### src/rtl/heichips25_mem_req_scheduler.sv
// Round-robin scheduler merging instruction-fetch and LSU requests onto one memory link,
// with an in-order tag FIFO that steers read responses back to their issuer.
module heichips25_mem_req_scheduler #(
    parameter int unsigned MaxOutstanding = 4,
    parameter int unsigned AddrWidth      = 8,
    parameter int unsigned DataWidth      = 32,
    localparam int unsigned StrbWidth     = DataWidth / 8,
    localparam int unsigned CntWidth      = $clog2(MaxOutstanding + 1)
) (
    input  logic                 clk,
    input  logic                 rst_n,
    input  logic                 inst_valid_i,
    output logic                 inst_ready_o,
    input  logic [AddrWidth-1:0] inst_addr_i,
    input  logic                 lsu_valid_i,
    output logic                 lsu_ready_o,
    input  logic [AddrWidth-1:0] lsu_addr_i,
    input  logic [DataWidth-1:0] lsu_data_i,
    input  logic [StrbWidth-1:0] lsu_strb_i,
    input  logic                 lsu_write_i,
    output logic                 req_valid_o,
    input  logic                 req_ready_i,
    output logic [AddrWidth-1:0] req_addr_o,
    output logic [DataWidth-1:0] req_data_o,
    output logic [StrbWidth-1:0] req_strb_o,
    output logic                 req_write_o,
    output logic                 req_sel_o,
    input  logic                 rsp_valid_i,
    output logic                 rsp_ready_o,
    input  logic [DataWidth-1:0] rsp_data_i,
    output logic                 inst_rsp_valid_o,
    input  logic                 inst_rsp_ready_i,
    output logic [DataWidth-1:0] inst_rsp_data_o,
    output logic                 lsu_rsp_valid_o,
    input  logic                 lsu_rsp_ready_i,
    output logic [DataWidth-1:0] lsu_rsp_data_o,
    output logic [CntWidth-1:0]  outstanding_o,
    output logic                 err_spurious_o
);
    localparam int unsigned PtrWidth = (MaxOutstanding > 1) ? $clog2(MaxOutstanding) : 1;

    logic                      prio_q, prio_d;
    logic                      lock_q, lock_d;
    logic                      lock_sel_q, lock_sel_d;
    logic [MaxOutstanding-1:0] tag_q, tag_d;
    logic [PtrWidth-1:0]       wr_ptr_q, wr_ptr_d;
    logic [PtrWidth-1:0]       rd_ptr_q, rd_ptr_d;
    logic [CntWidth-1:0]       count_q, count_d;
    logic                      err_q, err_d;

    logic full, empty, inst_elig, lsu_elig, sel, req_valid, accept, push, pop, head;

    // Arbitration: a held lock wins; otherwise the pointer breaks ties between eligible requesters.
    always_comb begin
        full      = (count_q == CntWidth'(MaxOutstanding));
        empty     = (count_q == '0);
        inst_elig = inst_valid_i && !full;
        lsu_elig  = lsu_valid_i && (lsu_write_i || !full);
        if (lock_q) begin
            sel = lock_sel_q;
        end else if (inst_elig && lsu_elig) begin
            sel = prio_q;
        end else begin
            sel = lsu_elig;
        end
        req_valid = lock_q || inst_elig || lsu_elig;
    end

    assign req_valid_o  = req_valid;
    assign req_sel_o    = sel;
    assign req_addr_o   = sel ? lsu_addr_i  : inst_addr_i;
    assign req_data_o   = sel ? lsu_data_i  : '0;
    assign req_strb_o   = sel ? lsu_strb_i  : '0;
    assign req_write_o  = sel ? lsu_write_i : 1'b0;
    assign inst_ready_o = req_valid && !sel && req_ready_i;
    assign lsu_ready_o  = req_valid && sel && req_ready_i;

    assign accept = req_valid && req_ready_i;
    assign push   = accept && !req_write_o;

    // With an empty tracker any response is accepted and dropped.
    assign head             = tag_q[rd_ptr_q];
    assign inst_rsp_valid_o = rsp_valid_i && !empty && !head;
    assign lsu_rsp_valid_o  = rsp_valid_i && !empty && head;
    assign inst_rsp_data_o  = rsp_data_i;
    assign lsu_rsp_data_o   = rsp_data_i;
    assign rsp_ready_o      = empty ? rsp_valid_i : (head ? lsu_rsp_ready_i : inst_rsp_ready_i);
    assign pop              = rsp_valid_i && rsp_ready_o && !empty;

    assign outstanding_o  = count_q;
    assign err_spurious_o = err_q;

    always_comb begin
        prio_d     = prio_q;
        lock_d     = req_valid && !req_ready_i;
        lock_sel_d = sel;
        tag_d      = tag_q;
        wr_ptr_d   = wr_ptr_q;
        rd_ptr_d   = rd_ptr_q;
        count_d    = count_q;
        err_d      = err_q || (rsp_valid_i && empty);
        if (accept) begin
            prio_d = ~sel;
        end
        if (push) begin
            tag_d[wr_ptr_q] = sel;
            wr_ptr_d = (wr_ptr_q == PtrWidth'(MaxOutstanding - 1)) ? '0 : wr_ptr_q + 1'b1;
        end
        if (pop) begin
            rd_ptr_d = (rd_ptr_q == PtrWidth'(MaxOutstanding - 1)) ? '0 : rd_ptr_q + 1'b1;
        end
        if (push && !pop) begin
            count_d = count_q + 1'b1;
        end else if (pop && !push) begin
            count_d = count_q - 1'b1;
        end
    end

    always_ff @(posedge clk or negedge rst_n) begin
        if (!rst_n) begin
            prio_q     <= 1'b0;
            lock_q     <= 1'b0;
            lock_sel_q <= 1'b0;
            tag_q      <= '0;
            wr_ptr_q   <= '0;
            rd_ptr_q   <= '0;
            count_q    <= '0;
            err_q      <= 1'b0;
        end else begin
            prio_q     <= prio_d;
            lock_q     <= lock_d;
            lock_sel_q <= lock_sel_d;
            tag_q      <= tag_d;
            wr_ptr_q   <= wr_ptr_d;
            rd_ptr_q   <= rd_ptr_d;
            count_q    <= count_d;
            err_q      <= err_d;
        end
    end
endmodule

### config.mk
export PLATFORM = sky130hd
export DESIGN_NAME = heichips25_mem_req_scheduler
export DESIGN_NICKNAME = d
export VERILOG_FILES = /design/src/rtl/heichips25_mem_req_scheduler.sv
export SDC_FILE = /design/constraint.sdc
export NUM_CORES = 1
export LEC_CHECK = 0
export CAP_MARGIN = 10
export CORE_MARGIN = 2
export CORE_UTILIZATION = 24
export CTS_CLUSTER_SIZE = 16
export DETAILED_ROUTE_END_ITERATION = 10
export PLACE_DENSITY = 0.8
export REMOVE_ABC_BUFFERS = 1
export SYNTH_ARGS = -nofsm -noshare
export SYNTH_HDL_FRONTEND = slang
export SYNTH_SLANG_ARGS = --single-unit
export TNS_END_PERCENT = 10
### constraint.sdc
create_clock -name clk -period 2.77 [get_ports clk]
set_input_delay 0.554 -clock clk [delete_from_list [all_inputs] [get_ports clk]]
set_output_delay 0.554 -clock clk [all_outputs]
set_load 0.05 [all_outputs]
==> run summary, run 1 <==
Post-route insts no fill: 352
WS Path Type: reg2out
Slew HR: 0.527
P_leak: 0.00125 uW
Ys async rst share: 1.00
Chip Height: 88.6 um
Post-synthesis simple-gate area fraction: 0.202
Seq cells post-synth: 15
Placed Cells: 342
Crit. Startpoint: outstanding_o[1]$_DFFE_PN0P_
Setup Skew: 5.45 ps
Largest stage delay, worst path: 530 ps
I/O pins: 213
Ant. Diodes: 0
Ys flop type: dfrtp_1
H-tree Lvls: 1
Yosys warnings: 0
Core area: 0.00687 mm2
RSZ-0062 raised after global routing: yes
Final setup margin: -28.4 ps
Crit. End Element: primary output
Slowest CP cell: or4b_4
Post-Synth XOR/XNOR Area: 0.0153
Worst-margin pin slew: 708 ps
R2R Path Start: outstanding_o[1]$_DFFE_PN0P_
Post-DR wirelength/cell: 18.9 um
Clock sink count: 15
Clock Pin Slew Worst Setup and Hold Paths: 70 ps
Crit-path most repeated cell: buf_12
Final ANT Viol Nets: 0
Gr ovfl total: 0
# rows: 30
Hold Fails Final Rpt: 0
EDFF count, synth: 0
Syn_area_per_cell: 8.94 um2
Req. time, crit path: 2220 ps
Post-synthesis adder-cell area fraction: 0.0554
Hold WC Path Type: reg2reg
Hold buffers post-CTS: 0
TritonCTS buffer count: 3
Cells after synthesis: 192
CP arrival: 2240 ps
Synth Area in Compound Gates: 0.0678
DRT Wirelength: 6670 um
Mux contribution to synthesized area: 0.110
Cell variety after synth: 32
Outcome: finished with violations
DRC viols: 0
Port Buffers: 116
Yosys top cell area share: 0.284
CTS tree: done
Clock Latency Late Sink: 250 ps
Crit-path cells: or4b_4 -> and2_4 -> a22oi_4 -> buf_12 -> buf_12 -> mux2_4 -> buf_8
Setup crit start kind: register
Effective utilization at floorplan: 0.250
Hold Startpoint: err_spurious_o$_DFF_PN0_
Maximum number of pins on one net before global-route repair: 40
Worst-path maximum fanout: 5
Post-DR vias/cell: 4.55
Global-route wire length before repair: 9330 um
Root Buffer: clkbuf_8
GRT Util Overall: 0.164
Sequential area share after synthesis: 0.219
Peak supply drop: 0.341 mV
DR pass1 iterations: 4
Largest family of logic cells by synthesized area: buffers and inverters
Layout area overhead: 55.7%
Die width: 88.6 um
NumNets Final: 357
Hold WS: 484 ps
Final period utilization: 1.01
Clk buf depth: 2
Maxcap violations: 0
Pre-CTS WS: -345 ps
Routability cong.: 0.811
PD cells: 898 mW/mm2
Bufs and invs on worst path: 3
Number of global-route vias before repair: 1,628
CP delay by family, top: simple AND/OR/NAND/NOR gates
Synth Cell Area: 0.00172 mm2
Initial antenna violation count: 0
DR vias: 1,603
Die area: 0.00785 mm2
Iter 0 DRT Violations: 70
Placed wire-length estimate: 5460 um
Violated checks: setup timing
Synth top area cells: buf_4, dfrtp_1, and2_1
Final Max Tran Viols: 0
Max Freq: 357 MHz
Final setup fails: 8
Dominant cell type by area after synthesis: buf_4
Share of layout cells above drive strength 1: 0.371
Min cycle time layout: 2800 ps
-- metrics by stage --
| step | setup TNS [ps] | total power, uW | util | area (um2) |
|---|---|---|---|---|
| finish | -160 | 2400 | 0.389 | 2670 |
| global route | -2560 | 2560 | 0.389 | 2670 |
| CTS | -2230 | 2400 | 0.386 | 2650 |
| detailed placement | -15660 | 2070 | 0.355 | 2440 |
| global placement | -15970 | 2040 | 0.355 | 2440 |
| floorplan | -8540 | 1510 | - | 1180 |
-- what timing repair did --
| item | in CTS | in global routing |
|---|---|---|
| buffers inserted | 4 | 1 |
| resized for setup | 34 | 3 |
| pin swaps | 3 | 2 |
| endpoints found under the setup margin | 48 | 48 |
| cloned | 1 | 0 |
-- area by class of cell --
cell class                 count  area, um2
inverter                       9       38.8
tap                           96        120
multi-input combinational     97        818
clock inverter                 1       5.00
fill                         681       4200
clock buffer                   3       41.3
timing repair buffer         131       1270
sequential                    15        377
-- placed cells by master, fill, tap and decap left out, drive strengths merged --
cell and count:
fa 1, xnor2 1, o21bai 1, and3 2, nand4bb 1, xor2 2
a221o 1, clkinv 1, a41oi 4, nand2 2, and2 38, dfrtp 15
nor2 8, mux4 1, ha 6, mux2 13, a21oi 1, mux2i 2
or4b 1, a31oi 6, or3 1, or3b 1, a22oi 1, nor2b 1
clkdlybuf4s50 63, nand3b 1, buf 68, inv 9, clkbuf 3, or2 1
-- layer usage --
metal  share of wire  global-route usage  vias up
li1                -                   -      690
met5           0.012               0.117        -
met3            0.21               0.150       12
met4          0.0099              0.0289        4
met1            0.38               0.188      741
met2            0.39               0.215      156
-- final timing paths --
kind | to | slack (ps) | depth (start not counted)
setup / recovery | req_addr_o[7] | -30 | 7
hold / removal | err_spurious_o$_DFF_PN0_ | 480 | 1
setup reg to reg | outstanding_o[1]$_DFFE_PN0P_ | 70 | 9
hold reg to reg | err_spurious_o$_DFF_PN0_ | 480 | 1
max in group asynchronous | outstanding_o[1]$_DFFE_PN0P_ | 1550 | 1
min in group asynchronous | rd_ptr_q[0]$_DFFE_PN0P_ | 720 | 1
-- sequential cells by signal, summed over array words and instances, names as in the netlist --
register and cells:
err_spurious_o 1, lock_q 1, rd_ptr_q 2, outstanding_o 3, lock_sel_q 1, prio_q 1
tag_q 4, wr_ptr_q 2
-- cells by family after synthesis --
| family | after synthesis |
|---|---|
| muxes | 16 |
| buffers and inverters | 80 |
| AOI/OAI and AO/OA | 14 |
| DFF | 15 |
| adders and majority gates | 7 |
| xor gates and xnor gates | 3 |
| and+or+nand+nor | 57 |
-- synth_stat cells, drive strengths merged (2+ instances only) --
| library cell | count |
|---|---|
| a41oi | 4 |
| xor2 | 2 |
| clkbuf | 2 |
| and3 | 2 |
| mux2i | 2 |
| nand2 | 2 |
| and2 | 38 |
| ha | 6 |
| buf | 69 |
| dfrtp | 15 |
| a31oi | 6 |
| mux2 | 13 |
| inv | 9 |
| nor2 | 8 |
-- power breakdown --
part           total (uW)  internal [uW]  leakage, uW  switching [uW]
clock                 182           99.8    0.0000255            81.8
sequential            411            323     0.000176            87.8
combinational        1810            765      0.00105            1040
total                2400           1190      0.00125            1210
Note: power is estimated with default switching activity, not from simulation.
==> run 2, diff against run 1 <==
Settings changed: CORE_AREA from default to 2 2 81 83, CORE_MARGIN 2 to default, CORE_UTILIZATION 24 to default, DIE_AREA from default to 0 0 83 85, DONT_BUFFER_PORTS from default to 1, HOLD_SLACK_MARGIN from default to 0.05, PLACE_DENSITY 0.8 to 0.45, TNS_END_PERCENT 10 to 1.
==> run 2 against run 1 <==
  * Global-route usage up 1.2 points
  * The run now ends clean
  * Critical path type unchanged
  * Core utilization fell by 2.5 points
  * Non-clock buffer count is 79 lower
  * Routed wire length is 2.1% lower
  * Sequential cell count stayed put
==> run summary, run 2 (synthesis gave the netlist of run 1 again) <==
Outcome: completed
Final design instance area without fill: 0.00226 mm2 (-15%)
Gr ovfl total: 0 (unchanged)
I/O pins: 213 (unchanged)
Max reg flops: 4 (unchanged)
Clock sink count: 15 (unchanged)
CP endpoint: req_addr_o[4]
Max Freq: 369 MHz (+3.2%)
Final Util: 0.364 (-0.0251)
Top reg by flops: tag_q
Sw power: 1220 uW (+0.29%)
Net switching fraction of the power: 0.507 (+0.00198)
Final Max Tran Viols: 0 (unchanged)
Hold Fails Final Rpt: 0 (unchanged)
Layout area overhead: 31.6%
Min cycle time layout: 2710 ps (-86.0 ps)
PD cells: 1060 mW/mm2 (+18%)
Clock Latency Late Sink: 250 ps (about the same)
Req. time, crit path: 2220 ps (about the same)
Port Buffers: 0 (-100%)
DRT Wirelength: 6530 um (-2.1%)
Final setup fails: 0 (-8)
Routability cong.: 0.757 (-6.7%)
H-tree Lvls: 1 (unchanged)
DR pass1 iterations: 4 (unchanged)
Clock Pin Slew Worst Setup and Hold Paths: 60 ps (about the same)
NumNets Final: 278 (-22%)
Setup crit start kind: register
Setup Skew: 4.38 ps (-1.07 ps)
Maximum number of pins on one net before global-route repair: 41 (+2.5%)
Global-route wire length before repair: 9000 um (-3.5%)
Maxcap violations: 0 (unchanged)
DR vias: 1,254 (-22%)
R2R cell count: 12 (+3)
R2R setup slack: 230 ps (+160 ps)
Number of global-route vias before repair: 1,347 (-17%)
R2R Path Start: outstanding_o[1]$_DFFE_PN0P_
CTS tree: done
Final ANT Viol Nets: 0 (unchanged)
GRT Util Overall: 0.175 (+0.0118)
Post-DR vias/cell: 4.94 (+8.4%)
Clk pwr share: 0.075 (about the same)
Slew HR: 0.541 (+0.0141)
Clk buf depth: 2 (unchanged)
Hold Startpoint: req_ready_i
Crit. End Element: primary output
Effective utilization at floorplan: 0.277 (+0.0268)
Die area: 0.00706 mm2 (-10%)
CP arrival: 2160 ps (-80 ps)
Ant. Diodes: 0 (unchanged)
Crit. Startpoint: outstanding_o[0]$_DFFE_PN0P_
P_leak: 0.00102 uW (-19%)
Post-DR wirelength/cell: 25.7 um (+36%)
Peak supply drop: 0.798 mV (+130%)
Final period utilization: 0.979 (-0.0311)
Commonest cells after routing, fill and taps aside: buf_12, and2_1, dfrtp_1
Total internal power: 1180 uW (-0.50%)
Share of layout cells above drive strength 1: 0.429 (+0.0583)
Iter 0 DRT Violations: 62 (-11%)
Placed wire-length estimate: 5560 um (+1.9%)
Worst-margin pin slew: 687 ps (-21.2 ps)
Final Power: 2400 uW (about the same)
WS Path Type: reg2out
Core area: 0.00620 mm2 (-9.7%)
Die width: 83 um (-6.3%)
Hold WC Path Type: in2reg
Post-DP Area: 0.00210 mm2 (-14%)
Seq pwr share: 0.176 (+0.005)
Root Buffer: clkbuf_8
TritonCTS buffer count: 3 (unchanged)
Logic pwr share: 0.749 (-0.004)
Reg2reg end: outstanding_o[2]$_DFFE_PN0P_
Chip Height: 85 um (-4.0%)
Most common cell after layout, fill and taps aside: buf_12
Worst-path maximum fanout: 4 (-1)
# rows: 29 (-3.3%)
Initial antenna violation count: 0 (unchanged)
DRC viols: 0 (unchanged)
run 2: area by class of cell:
class / instances / area (um2)
fillers: 611 / 3950
repair buffers: 52 / 886
multi-input cells: 97 / 816
flip-flops and latches: 15 / 375
well taps: 77 / 96.3
clock buffers: 3 / 41.3
inverters: 9 / 38.8
clock inverters: 1 / 5.00
run 2: per-layer routing:
| layer | global-route usage | vias to the layer above | wire, um |
|---|---|---|---|
| li1 | - | 532 | - |
| met4 | 0.0328 | 2 | 80 |
| met3 | 0.187 | 12 | 1450 |
| met5 | 0.105 | - | 57 |
| met1 | 0.169 | 548 | 2130 |
| met2 | 0.251 | 160 | 2820 |
run 2: how the worst min path moves through the flow:
stage | cells past startpoint | end | slack (ps)
finish | 1 | lock_q$_DFF_PN0_ | 360
global route | 1 | lock_q$_DFF_PN0_ | 340
CTS | 1 | lock_q$_DFF_PN0_ | 350
detailed placement | 0 | err_spurious_o$_DFF_PN0_ | 260
global placement | 0 | err_spurious_o$_DFF_PN0_ | 260
floorplan | 0 | err_spurious_o$_DFF_PN0_ | 260
run 2: stage by stage:
| step | hold WS (ps) | std cells | worst slack, ps | setup TNS [ps] |
|---|---|---|---|---|
| final | 358 | 254 | 57.6 | 0 |
| after global routing | 344 | 254 | -14.5 | -47.4 |
| after CTS | 351 | 251 | -13.9 | -89.5 |
| after detailed placement | 259 | 246 | 120 | 0 |
| after global placement | 259 | 246 | 102 | 0 |
| after floorplan | 258 | 121 | -521 | -8540 |
run 2: power by group through the flow:
stage,Combinational (uW),Clock [uW],Sequential [uW]
floorplan,1010,0,499
global placement,1700,0,424
detailed placement,1710,0,425
CTS,1720,187,422
global route,1900,201,444
finish,1800,180,423
run 2: repair_timing:
item,CTS,global route
pin swaps,0,3
gates cloned,0,1
setup buffers,0,2
resized for setup,1,12
endpoints found under the setup margin,37,46
endpoints found under the hold margin,15,0
hold buffers,1,0
run 2: worst max-delay path: stages (launching register included):
cell,delay [ps]
dfrtp_1,390
or4b_4,520
and2_4,160
a22oi_4,170
buf_12,150
clkbuf_16,140
mux2_4,380
==> run 3, diff against run 2 <==
Settings changed: CAP_MARGIN 10 to 30, HOLD_SLACK_MARGIN 0.05 to 0.12.
==> results of run 3 <==
No change in the layout: final DEF, timing and power equal those of run 2.
